==> src/rtl/ovl_fire_pkg.sv <==
// rtl/ovl_fire_pkg.sv - shared fire-vector constants and event record for the OVL fire collector
package ovl_fire_pkg;

    localparam int FIRE_2STATE = 0;
    localparam int FIRE_XCHECK = 1;
    localparam int FIRE_COVER  = 2;
    localparam int FIRE_WIDTH  = 3;

    localparam logic [1:0] EVT_FAIL  = 2'b01;
    localparam logic [1:0] EVT_XFAIL = 2'b10;
    localparam logic [1:0] EVT_BOTH  = 2'b11;

    // Fixed-width fields cover up to 64 checkers and 32-bit timestamps.
    localparam int EVT_IDX_W  = 6;
    localparam int EVT_TIME_W = 32;

    typedef struct packed {
        logic [EVT_IDX_W-1:0]  index;
        logic [1:0]            etype;
        logic                  multi;
`ifdef OVL_FIRE_COLLECTOR_TIMESTAMP_EN
        logic [EVT_TIME_W-1:0] tstamp;
`endif
    } fire_evt_t;

endpackage

==> src/rtl/ovl_fire_fifo.sv <==
// rtl/ovl_fire_fifo.sv - synchronous event FIFO with flush, extra-bit pointers for full/empty
module ovl_fire_fifo #(
    parameter int width = 8,
    parameter int depth = 4
) (
    input  logic             clock,
    input  logic             reset,
    input  logic             flush,
    input  logic             push,
    input  logic [width-1:0] push_data,
    input  logic             pop,
    output logic [width-1:0] head,
    output logic             valid,
    output logic             full
);

    localparam int AW = $clog2(depth);

    logic [width-1:0] mem [depth];
    logic [AW:0]      wr_ptr;
    logic [AW:0]      rd_ptr;
    logic             do_push;
    logic             do_pop;

    assign valid   = (wr_ptr != rd_ptr);
    assign full    = (wr_ptr[AW] != rd_ptr[AW]) && (wr_ptr[AW-1:0] == rd_ptr[AW-1:0]);
    assign do_pop  = pop && valid;
    // A full FIFO still accepts a push when the head leaves on the same edge.
    assign do_push = push && (!full || do_pop);
    assign head    = mem[rd_ptr[AW-1:0]];

    always_ff @(posedge clock or negedge reset) begin
        if (!reset) begin
            wr_ptr <= '0;
            rd_ptr <= '0;
        end else if (flush) begin
            wr_ptr <= '0;
            rd_ptr <= '0;
        end else begin
            if (do_push) wr_ptr <= wr_ptr + (AW+1)'(1);
            if (do_pop)  rd_ptr <= rd_ptr + (AW+1)'(1);
        end
    end

    always_ff @(posedge clock) begin
        if (do_push && !flush) mem[wr_ptr[AW-1:0]] <= push_data;
    end

endmodule

==> src/rtl/ovl_fire_collector.sv <==
// rtl/ovl_fire_collector.sv - aggregates OVL fire vectors into sticky flags, counters, event FIFO, irq
// Optional event timestamps: OVL_FIRE_COLLECTOR_TIMESTAMP_EN
module ovl_fire_collector
    import ovl_fire_pkg::*;
#(
    parameter int num_checkers = 4,
    parameter int cnt_width    = 16,
    parameter int fifo_depth   = 4,
    localparam int IDX_W = (num_checkers > 1) ? $clog2(num_checkers) : 1,
    localparam int PC_W  = $clog2(num_checkers + 1)
) (
    input  logic                             clock,
    input  logic                             reset,
    input  logic                             enable,
    input  logic [num_checkers*FIRE_WIDTH-1:0] fire_in,
    input  logic                             clear,
    output logic [num_checkers-1:0]          sticky_fail,
    output logic [num_checkers-1:0]          sticky_xfail,
    output logic [cnt_width-1:0]             fail_count,
    output logic [cnt_width-1:0]             cover_count,
    output logic                             evt_valid,
    input  logic                             evt_ready,
    output logic [IDX_W-1:0]                 evt_index,
    output logic [1:0]                       evt_type,
    output logic                             evt_multi,
`ifdef OVL_FIRE_COLLECTOR_TIMESTAMP_EN
    output logic [cnt_width-1:0]             evt_time,
`endif
    output logic                             overflow,
    output logic                             irq
);

    logic                    sample;
    logic [num_checkers-1:0] fail_vec;
    logic [num_checkers-1:0] xfail_vec;
    logic [num_checkers-1:0] cover_vec;
    logic [num_checkers-1:0] failing;
    logic [PC_W-1:0]         fail_pc;
    logic [PC_W-1:0]         cover_pc;
    logic [IDX_W-1:0]        low_idx;
    logic [cnt_width:0]      fail_sum;
    logic [cnt_width:0]      cover_sum;

    logic [num_checkers-1:0] sticky_fail_nxt;
    logic [num_checkers-1:0] sticky_xfail_nxt;
    logic [cnt_width-1:0]    fail_count_nxt;
    logic [cnt_width-1:0]    cover_count_nxt;
    logic                    overflow_nxt;

    fire_evt_t               new_evt;
    fire_evt_t               head_evt;
    logic                    push;
    logic                    fifo_valid;
    logic                    fifo_full;
    logic                    unused_head;

    assign sample = enable && !clear;

`ifdef OVL_FIRE_COLLECTOR_TIMESTAMP_EN
    logic [cnt_width-1:0] ts_cnt;

    always_ff @(posedge clock or negedge reset) begin
        if (!reset)     ts_cnt <= '0;
        else if (clear) ts_cnt <= '0;
        else            ts_cnt <= ts_cnt + cnt_width'(1);
    end
`endif

    always_comb begin
        fail_vec  = '0;
        xfail_vec = '0;
        cover_vec = '0;
        fail_pc   = '0;
        cover_pc  = '0;
        low_idx   = '0;
        for (int k = 0; k < num_checkers; k++) begin
            fail_vec[k]  = fire_in[FIRE_WIDTH*k + FIRE_2STATE];
            xfail_vec[k] = fire_in[FIRE_WIDTH*k + FIRE_XCHECK];
            cover_vec[k] = fire_in[FIRE_WIDTH*k + FIRE_COVER];
        end
        failing = fail_vec | xfail_vec;
        for (int k = 0; k < num_checkers; k++) begin
            fail_pc  = fail_pc + PC_W'(failing[k]);
            cover_pc = cover_pc + PC_W'(cover_vec[k]);
        end
        // Descending scan leaves the lowest failing index in low_idx.
        for (int k = num_checkers - 1; k >= 0; k--) begin
            if (failing[k]) low_idx = IDX_W'(k);
        end
    end

    always_comb begin
        new_evt       = '0;
        new_evt.index = EVT_IDX_W'(low_idx);
        new_evt.etype = {xfail_vec[low_idx], fail_vec[low_idx]};
        new_evt.multi = (fail_pc > PC_W'(1));
`ifdef OVL_FIRE_COLLECTOR_TIMESTAMP_EN
        new_evt.tstamp = EVT_TIME_W'(ts_cnt);
`endif
    end

    assign push      = sample && (|failing);
    assign fail_sum  = {1'b0, fail_count} + (cnt_width+1)'(fail_pc);
    assign cover_sum = {1'b0, cover_count} + (cnt_width+1)'(cover_pc);

    always_comb begin
        sticky_fail_nxt  = sticky_fail;
        sticky_xfail_nxt = sticky_xfail;
        fail_count_nxt   = fail_count;
        cover_count_nxt  = cover_count;
        overflow_nxt     = overflow;
        if (clear) begin
            sticky_fail_nxt  = '0;
            sticky_xfail_nxt = '0;
            fail_count_nxt   = '0;
            cover_count_nxt  = '0;
            overflow_nxt     = 1'b0;
        end else if (sample) begin
            sticky_fail_nxt  = sticky_fail | fail_vec;
            sticky_xfail_nxt = sticky_xfail | xfail_vec;
            fail_count_nxt   = fail_sum[cnt_width] ? '1 : fail_sum[cnt_width-1:0];
            cover_count_nxt  = cover_sum[cnt_width] ? '1 : cover_sum[cnt_width-1:0];
            if (push && fifo_full && !evt_ready) overflow_nxt = 1'b1;
        end
    end

    always_ff @(posedge clock or negedge reset) begin
        if (!reset) begin
            sticky_fail  <= '0;
            sticky_xfail <= '0;
            fail_count   <= '0;
            cover_count  <= '0;
            overflow     <= 1'b0;
            irq          <= 1'b0;
        end else begin
            sticky_fail  <= sticky_fail_nxt;
            sticky_xfail <= sticky_xfail_nxt;
            fail_count   <= fail_count_nxt;
            cover_count  <= cover_count_nxt;
            overflow     <= overflow_nxt;
            irq          <= (|sticky_fail_nxt) || (|sticky_xfail_nxt) || overflow_nxt;
        end
    end

    ovl_fire_fifo #(
        .width ($bits(fire_evt_t)),
        .depth (fifo_depth)
    ) u_fifo (
        .clock     (clock),
        .reset     (reset),
        .flush     (clear),
        .push      (push),
        .push_data (new_evt),
        .pop       (evt_ready && !clear),
        .head      (head_evt),
        .valid     (fifo_valid),
        .full      (fifo_full)
    );

    // Head fields read as zero while empty so the unwritten storage never leaks out.
    assign evt_valid   = fifo_valid;
    assign evt_index   = fifo_valid ? head_evt.index[IDX_W-1:0] : '0;
    assign evt_type    = fifo_valid ? head_evt.etype : 2'b00;
    assign evt_multi   = fifo_valid && head_evt.multi;
`ifdef OVL_FIRE_COLLECTOR_TIMESTAMP_EN
    assign evt_time    = fifo_valid ? head_evt.tstamp[cnt_width-1:0] : '0;
`endif
    assign unused_head = ^head_evt;

endmodule

==> config.mk <==
export PLATFORM = sky130hd
export DESIGN_NAME = ovl_fire_collector
export DESIGN_NICKNAME = d
export VERILOG_FILES = /design/src/rtl/ovl_fire_pkg.sv /design/src/rtl/ovl_fire_fifo.sv /design/src/rtl/ovl_fire_collector.sv
export SDC_FILE = /design/constraint.sdc
export NUM_CORES = 1
export LEC_CHECK = 0
export ABC_AREA = 1
export BUFFER_PORTS_ARGS = -buffer_cell sky130_fd_sc_hd__buf_2
export CAP_MARGIN = 25
export CORE_UTILIZATION = 40
export CTS_BUF_LIST = sky130_fd_sc_hd__clkbuf_8
export CTS_CLUSTER_DIAMETER = 60
export DETAILED_ROUTE_END_ITERATION = 12
export PLACE_DENSITY = 0.62
export SLEW_MARGIN = 20
export SYNTH_ARGS = -nofsm -noshare
export SYNTH_HDL_FRONTEND = slang
export SYNTH_SLANG_ARGS = --single-unit
==> constraint.sdc <==
create_clock -name clock -period 2.75 [get_ports clock]
set_input_delay 0.1375 -clock clock [delete_from_list [all_inputs] [get_ports clock]]
set_output_delay 0.1375 -clock clock [all_outputs]
set_load 0.05 [all_outputs]
# == After elaboration in Yosys (flattened, before gate mapping) ==
# Memories as Yosys holds them, arrays and structs flattened.
# Cells that the tools add are included.
# W data, S select, Z words.
# totals
register_bits,48
latch_bits,0
mem_bits_rw,20
romBits,0
input_bits,17
out_inout_bits,48
word_cells,78
mem_count,1
# classes
add_sub_neg,10
n_mul,0
n_div,0
order_cmp,2
n_eq_ne,3
n_shift,0
n_mux,29
bitwise,3
reduce_logical,22
# memory_table
name,depth,width,rd,rd_clocked_by_memory_dff,write_ports,line,source
u_fifo.mem,4,5,1,0,1,ovl_fire_fifo.sv:19,logic [width-1:0] mem [depth];
# op_table
cell,n
$mux W16,6
$add A16 B3 Y17,2
$mux W4,4
$mux W2,6
$mux W3,4
$or A4 B4 Y4,3
$reduce_or A4 Y1,3
$logic_and A1 B1 Y1,10
$mux W1,7
$add A2 B1 Y3,2
$add A3 B1 Y3,2
$add A3 B1 Y3 const B,2
$reduce_bool A2 Y1,3
$add A1 B1 Y2,2
$bmux W1 S2,2
$gt A3 B1 Y1 const B,1
$logic_not A1 Y1,3
$logic_or A1 B1 Y1,3
$lt A2 B3 Y1 const B,1
$ne A3 B3 Y1,1
$eq A2 B2 Y1,1
$ne A1 B1 Y1,1

# == Depth between registers and ports, before layout ==
# logic_depth
depth_word,9
mapped_depth,20
mapped_depth_nobuf,20

# == By module ==
# From an unflattened synthesis, not the netlist that was laid out.
# hier_totals
hier_cells,603
area_unflattened_um2,4824.6
# by_module_without_submodules
module,n_inst,cells_per_inst,area_each_um2,seq_area_each_um2
ovl_fire_collector,1,455,3024.2,1051.0
ovl_fire_fifo,1,148,1800.5,1231.2

# == Least setup slack after synthesis ==
# OpenSTA, ideal clock, no wires.
# synth_timing
path_kind,input -> register
startpoint,input port fire_in[1]
endpoint,register fail_count[8]
setup_ps,118
t_arrival_ps,2503
path_slack_ps,129
path_stages,18
cell_sequence,inv_1 > nand2_1 > inv_1 > ha_1 > ha_1 > ha_1 > inv_1 > ha_1 > inv_1 > fa_1 > inv_1 > nand2_1 > a21boi_0 > nand2_1 > nand2_1 > nand3_2 > nand2_1 > nand2_1
# synth_via
elab_chain_len,8
# synth_rtl
element,line,source
from (decl),ovl_fire_collector.sv:15,"input logic [num_checkers*FIRE_WIDTH-1:0] fire_in,"
$or A4 B4 Y4,ovl_fire_collector.sv:81,failing = fail_vec | xfail_vec;
$add A1 B1 Y2,ovl_fire_collector.sv:83,fail_pc = fail_pc + PC_W'(failing[k]);
$add A2 B1 Y3,ovl_fire_collector.sv:83,
$add A3 B1 Y3,ovl_fire_collector.sv:83,
$add A16 B3 Y17,ovl_fire_collector.sv:103,"assign fail_sum = {1'b0, fail_count} + (cnt_width+1)'(fail_pc);"
$mux W16,ovl_fire_collector.sv:121,fail_count_nxt = fail_sum[cnt_width] ? '1 : fail_sum[cnt_width-1:0];
$mux W16,ovl_fire_collector.sv:118,end else if (sample) begin
$mux W16,ovl_fire_collector.sv:112,if (clear) begin
to (signal assigned),ovl_fire_collector.sv:138,fail_count <= fail_count_nxt;
to (decl),ovl_fire_collector.sv:19,"output logic [cnt_width-1:0] fail_count,"
# No other way between the ends. The select of a mux whose other input is x is not followed.
# A chain may end at the register's enable or synchronous reset.

# == Final worst setup path ==
# layout_timing
startpoint,input port fire_in[1]
endpoint,register fail_count[3]
# Same word-level chain as after synthesis.

==> impl_metrics.toml <==
[synth]
synth_most_common_cell = "sky130_fd_sc_hd__nand2_1"
asr_flop_ratio_synth = 0.706
yosysSeqAreaShare = 0.444
synth.cell_area_sq_mm = 0.00406
syn_inst = 506
netlist.top_cell.by_area = "sky130_fd_sc_hd__dfrtp_1"
postSynthAreaPerCell_sq_um = 8.02
ys_top_cells_by_area = "sky130_fd_sc_hd__dfrtp_1 30%, sky130_fd_sc_hd__edfxtp_1 15%, sky130_fd_sc_hd__nand2_1 14%"
synthDominantCellAreaShare = 0.296
synth.cells.most_frequent = "153 x sky130_fd_sc_hd__nand2_1, 58 x sky130_fd_sc_hd__inv_1, 55 x sky130_fd_sc_hd__nor2_1"
ys_types = 36
ys.flop_type = "sky130_fd_sc_hd__dfrtp_1"
number_of_synthesized_flops_with_an_enable_pin = 20
yosys_warnings = 0
synth_fp_nets = 541
ys_seq_elements = 68

[placement]
io_buffer_count = 64
place_inst = 712
detailed_place.area_sq_mm = 0.00463
hpwlAfterDp_microns = 6930
place_congestion = 0.846

[clock_tree]
clock_insertion_delay_worst_skew_ns = 0.34
cts.htree.levels = 3
cts_made_buffers = 9
clockRootBuffer = "sky130_fd_sc_hd__clkbuf_8"
clock_sink_count = 68
clk_pin_slew_ns = 0.08
clk_path_buf_depth = 2
tritoncts = "yes"

[cells_and_area]
postLayoutCoreUtil = 0.501
finish.cell_count_without_fillers = 736
num-nets-final = 633
synthToLayoutAreaGrowth_pct = 21.2
antenna-diode-count = 0
share_of_post_route_cells_with_drive_strength_above_1 = 0.224
stdcell_area_sq_mm = 0.00492

[setup_path]
crit_fanout = 13
critical_path_arrival_ns = 2.83
crit_path_end_kind = "register"
path_class = "input port to register"
cp_common_cell = "sky130_fd_sc_hd__inv_1"
timing.critical_path.slowest_stage_cell = "sky130_fd_sc_hd__fa_2"
startpoint_type = "input port"
worst-endpoint-required_ns = 3.03
max_stage_delay_ns = 0.37
setup.reg_to_reg.worst_slack_ns = 0.70
cp_cell_sequence = "buf_2 > inv_1 > nand2_1 > inv_1 > ha_1 > ha_1 > ha_1 > inv_1 > ha_1 > inv_1 > fa_2 > inv_1 > nand2_1 > nand2_2 > nand2_4 > nor2_8 > nand3_4 > buf_4 > o21ai_2 > nand2_1 > nand2_1"

[timing]
finClkSkew_ns = 0.00998
setup_repair_after_global_routing_missed_its_margin = "false"
hold_slack_ns = 0.0681
worst-slew-pin-transition_ns = 0.687
maxSlewViolCount = 0
fmax_mhz = 392
hold_violations = 0
period_minus_slack_ns = 2.55
totalNegativeSetupSlack_ns = 0
setup_viol = 0
post-route-period-util = 0.927
timing.slew.headroom = 0.540

[floorplanning]
core-area_sq_mm = 0.00982
dieWidth_microns = 103
die_height_microns = 103
fp-row-count = 36
top_level_ports = 65
fp.dieArea_sq_mm = 0.0106
floorplan.initialDensity = 0.413

[power_and_ir_drop]
p_switching_uw = 880
clock_power_share = 0.350
cellPowerDensity_mw_per_mm2 = 540
total_leakage_power_uw = 0.00258
power.share.combinational = 0.226
vdd.ir_drop.worst_v = 0.000312
switching_share = 0.331
internal_power_consumption_uw = 1780
power_frac_seq = 0.425

[route]
route.final.wire_length_microns = 9470
vias = 3538
drc = 0
routedWlPerCell_microns = 12.9
ant_nets = 0
route.detailed.vias_per_inst = 4.81
first_pass_iters = 4
initialDrtViolationCount = 150

[min_path]
timing.hold.worst.class = "input port to register"

[global_routing]
groute.usage.overall = 0.193
antenna_found_initial = 0
grt_start_max_net_pins = 36
first_global_vias = 3423
grt_first_pass_wirelength_microns = 15600
grt_remaining_overflow = 0

[run]
cap_viol_max_count = 0

[outcome]
status = "finished, final reports clean"
==> cells in the final DEF, fill, tap and decap left out, types with 3 or more instances in the layout <==
master / n
sky130_fd_sc_hd__clkinv_4: 3
sky130_fd_sc_hd__nand3b_1: 5
sky130_fd_sc_hd__o32ai_1: 5
sky130_fd_sc_hd__xnor2_1: 7
sky130_fd_sc_hd__nand3_1: 29
sky130_fd_sc_hd__nor2_1: 55
sky130_fd_sc_hd__nand2_1: 153
sky130_fd_sc_hd__inv_1: 58
sky130_fd_sc_hd__nand4_1: 8
sky130_fd_sc_hd__o21ai_1: 5
sky130_fd_sc_hd__nand3_2: 8
sky130_fd_sc_hd__inv_2: 5
sky130_fd_sc_hd__dfrtp_1: 48
sky130_fd_sc_hd__fa_1: 3
sky130_fd_sc_hd__ha_1: 14
sky130_fd_sc_hd__edfxtp_1: 20
sky130_fd_sc_hd__buf_4: 27
sky130_fd_sc_hd__clkbuf_8: 9
sky130_fd_sc_hd__xor2_1: 8
sky130_fd_sc_hd__nor2_2: 3
sky130_fd_sc_hd__o21ai_0: 27
sky130_fd_sc_hd__nor3_1: 3
sky130_fd_sc_hd__nand2_2: 3
sky130_fd_sc_hd__a21oi_1: 12
sky130_fd_sc_hd__buf_2: 64
==> state kept, by name, summed over array words and instances (netlist names) <==
| register | count |
|---|---|
| cover_count | 16 |
| u_fifo.rd_ptr | 3 |
| fail_count | 16 |
| sticky_fail | 4 |
| irq | 1 |
| overflow | 1 |
| sticky_xfail | 4 |
| u_fifo.wr_ptr | 3 |
| u_fifo.mem | 20 |
==> critical path: cells and delay by family <==
kind | cells | cell delay [ns]
AO/OA/AOI/OAI | 1 | 0.04
adder cells (fa/ha/maj) | 5 | 1.40
buffers and inverters | 7 | 0.57
AND/OR/NAND/NOR | 8 | 0.68
==> power groups by stage <==
| stage | clock [uW] | sequential (uW) | combinational (uW) |
|---|---|---|---|
| after global routing | 997 | 1140 | 667 |
| final | 929 | 1130 | 600 |
| after global placement | 0 | 1150 | 585 |
| after CTS | 955 | 1130 | 606 |
| after floorplan | 0 | 1220 | 336 |
| after detailed placement | 0 | 1150 | 601 |
==> routing by layer <==
layer	GRT usage	vias up	share of wire
met5	0	-	0
met2	0.337	66	0.50
met1	0.226	1654	0.44
li1	-	1805	-
met3	0.0488	13	0.042
met4	0.0791	0	0.021
==> final timing paths <==
path / from / to / cells past startpoint
min in group asynchronous: reset / sticky_xfail[2] / 2
max reg2reg: cover_count[0] / cover_count[10] / 10
min reg2reg: fail_count[0] / fail_count[0] / 2
max: fire_in[1] / fail_count[3] / 21
max in group asynchronous: reset / fail_count[3] / 3
min: fire_in[7] / sticky_xfail[2] / 3
==> through the flow <==
stage,setup WS [ns],power (uW)
global route,0.0285,2800
global placement,-0.101,1730
CTS,0.154,2690
detailed placement,-0.221,1750
floorplan,0.129,1560
finish,0.200,2660
==> final cells by class <==
class	instances	area, sq um
fillers	981	4900
multi-input cells	363	1950
flip-flops and latches	68	1800
repair buffers	92	533
inverters	64	240
well taps	133	166
clock buffers	9	124
clock inverters	7	98.8
==> cells by family (layout without fill, tap and decap cells) <==
| group | count (synthesis) | count (layout) | synth area share |
|---|---|---|---|
| AO/OA/AOI/OAI | 53 | 53 | 0.0728 |
| XOR/XNOR | 15 | 15 | 0.0324 |
| adder cells (fa/ha/maj) | 18 | 18 | 0.0629 |
| buffers and inverters | 75 | 172 | 0.0749 |
| flip-flops | 68 | 68 | 0.444 |
| AND/OR/NAND/NOR | 277 | 277 | 0.313 |
==> timing repair <==
action / 4_1_cts / 5_1_grt
hold buffers: 1 / 0
gates resized for setup: 0 / 2
endpoints found under the hold margin: 18 / 0
endpoints found under the setup margin: 0 / 7
setup buffers: 0 / 7
Power figures use the tool's default switching activity.
